[src/rtl/mem_pkg.sv]
// rtl/mem_pkg.sv - shared types, constants and address check for the data-memory responder
package mem_pkg;

  typedef enum logic [1:0] {
    IDLE = 2'd0,
    WAIT = 2'd1,
    RESP = 2'd2
  } state_e;

  // Load data returned with an error response
  localparam logic [31:0] ERR_DATA = 32'hDEAD_BEEF;

  // Word-aligned and inside [base, base + span); the 33-bit end avoids wrap at the top of memory
  function automatic logic addr_legal(input logic [31:0] addr,
                                      input logic [31:0] base,
                                      input logic [32:0] span);
    logic [32:0] w_end;
    w_end = {1'b0, base} + span;
    return (addr[1:0] == 2'b00) && (addr >= base) && ({1'b0, addr} < w_end);
  endfunction

endpackage

[src/rtl/mem_ram_1p.sv]
// rtl/mem_ram_1p.sv - single-port word RAM, synchronous write and combinational read
module mem_ram_1p #(
  parameter int DEPTH_WORDS = 64,
  parameter int IDX_W       = $clog2(DEPTH_WORDS)
) (
  input  logic             clk,
  input  logic             we,
  input  logic [IDX_W-1:0] index,
  input  logic [31:0]      wdata,
  output logic [31:0]      rdata
);

  logic [31:0] r_mem [DEPTH_WORDS];

  // Contents survive reset, so the array has no reset branch
  always_ff @(posedge clk) begin
    if (we) begin
      r_mem[index] <= wdata;
    end
  end

  assign rdata = r_mem[index];

endmodule

[src/rtl/data_mem_responder.sv]
// rtl/data_mem_responder.sv - wait-stated data-memory responder with one-cycle ready and error flag
module data_mem_responder
  import mem_pkg::*;
#(
  parameter int          DEPTH_WORDS = 64,
  parameter int          WAIT_STATES = 2,
  parameter logic [31:0] BASE_ADDR   = 32'h0000_0000
) (
  input  logic        clk,
  input  logic        reset,
  input  logic        req,
  input  logic        we,
  input  logic [31:0] addr,
  input  logic [31:0] wdata,
  output logic        ready,
  output logic [31:0] rdata,
  output logic        err,
  output logic        busy
);

  localparam int          IDX_W    = $clog2(DEPTH_WORDS);
  localparam logic [32:0] SPAN     = 33'(DEPTH_WORDS) << 2;
  localparam logic [3:0]  CNT_LOAD = (WAIT_STATES > 0) ? 4'(WAIT_STATES - 1) : 4'd0;

  state_e           r_state;
  state_e           w_next;
  logic [3:0]       r_cnt;
  logic [31:0]      r_addr;
  logic [31:0]      r_wdata;
  logic             r_we;
  logic [31:0]      r_rdata_hold;
  logic             w_legal;
  logic             w_ram_we;
  logic [IDX_W-1:0] w_index;
  logic [31:0]      w_ram_rdata;

  // Everything after accept works from the latched request, never the live bus
  assign w_legal  = addr_legal(r_addr, BASE_ADDR, SPAN);
  assign w_index  = IDX_W'((r_addr - BASE_ADDR) >> 2);
  assign w_ram_we = (r_state == RESP) && r_we && w_legal;

  mem_ram_1p #(
    .DEPTH_WORDS(DEPTH_WORDS),
    .IDX_W      (IDX_W)
  ) u_ram (
    .clk  (clk),
    .we   (w_ram_we),
    .index(w_index),
    .wdata(r_wdata),
    .rdata(w_ram_rdata)
  );

  // State register
  always_ff @(posedge clk or negedge reset) begin
    if (!reset) begin
      r_state <= IDLE;
    end else begin
      r_state <= w_next;
    end
  end

  // Next state: accept only from IDLE, RESP always lasts a single cycle
  always_comb begin
    w_next = r_state;
    case (r_state)
      IDLE:    if (req) w_next = (WAIT_STATES > 0) ? WAIT : RESP;
      WAIT:    if (r_cnt == 4'd0) w_next = RESP;
      RESP:    w_next = IDLE;
      default: w_next = IDLE;
    endcase
  end

  // Latch the request on accept and count down the wait states
  always_ff @(posedge clk or negedge reset) begin
    if (!reset) begin
      r_cnt   <= 4'd0;
      r_addr  <= 32'h0;
      r_we    <= 1'b0;
      r_wdata <= 32'h0;
    end else if ((r_state == IDLE) && req) begin
      r_addr  <= addr;
      r_we    <= we;
      r_wdata <= wdata;
      r_cnt   <= CNT_LOAD;
    end else if (r_state == WAIT) begin
      r_cnt <= r_cnt - 4'd1;
    end
  end

  // Remember what was presented in the ready cycle so rdata holds afterwards
  always_ff @(posedge clk or negedge reset) begin
    if (!reset) begin
      r_rdata_hold <= 32'h0;
    end else if (r_state == RESP) begin
      r_rdata_hold <= rdata;
    end
  end

  // Outputs: ready/err only in RESP; stores leave rdata at its previous value
  always_comb begin
    ready = 1'b0;
    err   = 1'b0;
    busy  = 1'b0;
    rdata = r_rdata_hold;
    case (r_state)
      WAIT: busy = 1'b1;
      RESP: begin
        ready = 1'b1;
        busy  = 1'b1;
        err   = !w_legal;
        if (!w_legal) begin
          rdata = ERR_DATA;
        end else if (!r_we) begin
          rdata = w_ram_rdata;
        end
      end
      default: ;
    endcase
  end

endmodule

[config.mk]
export PLATFORM = sky130hd
export DESIGN_NAME = data_mem_responder
export DESIGN_NICKNAME = d
export VERILOG_FILES = /design/src/rtl/mem_pkg.sv /design/src/rtl/mem_ram_1p.sv /design/src/rtl/data_mem_responder.sv
export SDC_FILE = /design/constraint.sdc
export NUM_CORES = 2
export LEC_CHECK = 0
export ABC_CLOCK_PERIOD_IN_PS = 9900
export CAP_MARGIN = 20
export CORE_ASPECT_RATIO = 1.1
export CORE_MARGIN = 1
export CORE_UTILIZATION = 50
export DETAILED_ROUTE_END_ITERATION = 16
export PLACE_DENSITY = 0.66
export SLEW_MARGIN = 20
export SYNTH_ARGS = -nofsm -noshare
export SYNTH_HDL_FRONTEND = slang
export SYNTH_SLANG_ARGS = --single-unit
[constraint.sdc]
create_clock -name clk -period 9.9 [get_ports clk]
set_clock_uncertainty 0.15 [all_clocks]
set_input_delay 1.98 -clock clk [delete_from_list [all_inputs] [get_ports clk]]
set_output_delay 1.98 -clock clk [all_outputs]
set_load 0.1 [all_outputs]
==> impl_results.md <==
* Status: completed
* Final HPWL DP at 158000 um
* CP Capture Type: output port
* Crit path DAT at 6.17 ns
* Final TNS setup at 0 ns
* Synthesized Nets at 4736
* Cells after Synth at 4663
* R2r setup slk at 4.28 ns
* Synth Register Bits at 2151
* WP data required at 7.77 ns
* Skew-Pair Late Insertion Delay at 0.86 ns
* Postcts setup bufs at 0
* WL/cell at 41.4 um
* Gpl congestion at 0.880
* Routed Antenna Nets at 0
* Longest Clk Path Bufs at 3
* Gr usage total at 0.350
* H-tree Lvls at 4
* Min-delay worst type: reg -> reg
* # rows at 155
* Post-Syn Area per Cell at 17.6 um^2
* Vias in the first global route at 49553
* RSZ-0062 raised after global routing: false
* Cell Area, Synth at 0.0820 mm^2
* Final WL at 294000 um
* IO Count at 103
* Post-synth ARST share at 0.0479
* First-pass GRT wire length at 400000 um
* Relative slew margins at 0.117
* Final Critical Period at 8.30 ns
* Most frequent cells in the layout: 2048 x edfxtp_1, 321 x a221oi_1, 246 x a22oi_1
* Fin crit share at 0.839
* Post-CTS Hold Buffers at 0
* Initial Util at 0.505
* M2 GR Usage at 0.525
* Power Density at 316 mW/mm^2
* Initial antenna violation count at 13
* Met1 Use GR at 0.451
* Synth Area in Adders at 0.000763
* TritonCTS buffer count at 198
* Post-Synth XOR/XNOR Area at 0.000320
* Worst Setup Start Kind: flop
* Mux cell area share after synthesis at 0.0486
* Initial drt markers at 10550
* Final setup fails at 0
* Port bufs at 102
* Met3 usage at 0.0937
* Drt pass-1 iters at 6
* CTS Root Cell: clkbuf_16
* Achievable frequency at 120 MHz
* CTS tree: built
* CP max FO at 62
* Sequential area share after synthesis at 0.781
* Maximum VDD drop at 0.286 mV
* Most common cell after layout, fill and taps aside: edfxtp_1
* R2R cell count at 6
* Max-cap violations at 0
* Ys flop type: edfxtp_1
* Slew Limit Fails at 0
* Die Span X at 388 um
* Die area at 0.166 mm^2
* Worst Path Class, Setup: reg -> out
* Clk slew on worst S/H paths at 0.07 ns
* Yosys warns at 0
* GRT busiest layer: met2
* Die height at 427 um
* NumNets Final at 4856
* Cell depth of the worst hold path at 2
* Synth Area in Compound Gates at 0.126
* CTS sink cnt at 2151
* Routed vias/inst at 7.39
* Congestion Overflow GR at 0
* EDFF count, synth at 2048
* Combinational family with the most area after synthesis: compound AO/OA/AOI/OAI gates
* Synth Area in Simple Gates at 0.0224
* Largest net degree at the start of global routing at 106
* Cell variety after synth at 68
* Hold Violations, Final at 0
* Lkg Pwr at 0.0290 uW
* Post-cts resize count at 0
* Area growth syn-to-layout at 13.4%
* DRC Markers at 0
* Core area at 0.163 mm^2
* Slew @ Worst Pin at 1.32 ns
* Fraction of layout cells with a size suffix above 1 at 0.167
* Final core occ at 0.572
* Vias at 52417
## area by class of cell
type / instances / area (um^2)
multi-input combinational: 2127 / 16900
fill: 12059 / 69500
clock buffer: 283 / 5640
clock inverter: 94 / 918
antenna: 10 / 25.0
tap: 2119 / 2650
inverter: 11 / 53.8
timing repair buffer: 294 / 2630
sequential: 2151 / 64100
## final timing paths
| path | from | to |
|---|---|---|
| setup / recovery | r_addr[3] | rdata[1] |
| max in group asynchronous | reset | r_wdata[21] |
| hold / removal | r_rdata_hold[20] | r_rdata_hold[20] |
| hold reg to reg | r_rdata_hold[20] | r_rdata_hold[20] |
| setup reg to reg | r_addr[2] | u_ram.r_mem[13][1] |
| min in group asynchronous | reset | r_wdata[4] |
## stage by stage
step	std cells	hold WS [ns]	power, uW	instance area (um^2)	worst slack, ns
2_1_floorplan	4663	0.292	17500	82000	2.80
3_3_place_gp	6696	0.306	21200	86300	2.53
3_5_place_dp	6699	0.316	21400	86300	2.56
4_1_cts	7076	0.330	29000	92900	1.64
5_1_grt	7079	0.349	29800	93000	1.60
6_report	7089	0.333	29300	93000	1.60
## per-layer routing
layer	vias up	share of wire
li1	19854	-
met1	26348	0.33
met2	5114	0.44
met3	1087	0.15
met4	14	0.075
met5	-	0.00038
## cell usage after synthesis, types with 7 or more instances
cell type / n / area, um^2
nor2_1: 202 / 758
o211ai_1: 9 / 67.6
o32a_1: 24 / 240
a22oi_1: 246 / 1850
a31oi_1: 18 / 113
o22ai_1: 239 / 1500
a221o_1: 21 / 210
a32o_1: 16 / 160
a222oi_1: 11 / 110
nor4_1: 12 / 75.1
nor2b_1: 10 / 62.6
a221oi_1: 321 / 2810
edfxtp_1: 2048 / 61500
buf_4: 24 / 180
a2bb2oi_1: 9 / 78.8
nand2_1: 72 / 270
a211oi_1: 10 / 75.1
o2bb2ai_1: 14 / 123
mux2_2: 187 / 2110
mux2i_1: 138 / 1380
clkbuf_1: 194 / 728
a22o_1: 45 / 394
inv_1: 10 / 37.5
nand3_1: 21 / 105
or2_2: 7 / 43.8
o22a_1: 40 / 350
a21oi_1: 86 / 430
nand4_1: 13 / 81.3
o221ai_1: 96 / 841
buf_2: 102 / 510
nand2b_1: 8 / 50.1
buf_1: 53 / 199
nor3_1: 49 / 245
o21ai_0: 98 / 490
a2111oi_0: 9 / 78.8
mux4_2: 22 / 495
dfrtp_1: 103 / 2580
## sequential cells by signal, summed over array words and instances, names as in the netlist
| register | flops |
|---|---|
| u_ram.r_mem | 2048 |
| r_addr | 32 |
| r_rdata_hold | 32 |
| r_wdata | 32 |
| r_cnt | 4 |
| r_state | 2 |
| r_we | 1 |
## worst max-delay path, stage by stage (launching register included)
cell             delay [ns]
dfrtp_4                0.92
buf_4                  0.50
and2_4                 0.93
buf_4                  0.50
a22oi_1                0.15
o22ai_1                0.23
a21oi_1                0.10
o2111ai_1              0.38
o22a_1                 0.30
clkdlybuf4s50_1        1.16
## cells by family (layout without fill, tap and decap cells)
kind of cell	count (synthesis)	count (layout)
compound gates	1360	1360
xor+xnor	3	3
fa+ha+maj	5	5
buf+inv	385	682
flops	2151	2151
mux	347	347
other cells	0	10
simple gates	412	412
## where the power goes
group	leakage (uW)	switching [uW]	total, uW	internal, uW
Combinational	0.00616	6690	9290	2600
Clock	0.00323	3390	7780	4380
Sequential	0.0196	805	12300	11500
No activity file was read; power rests on OpenSTA's default activity.
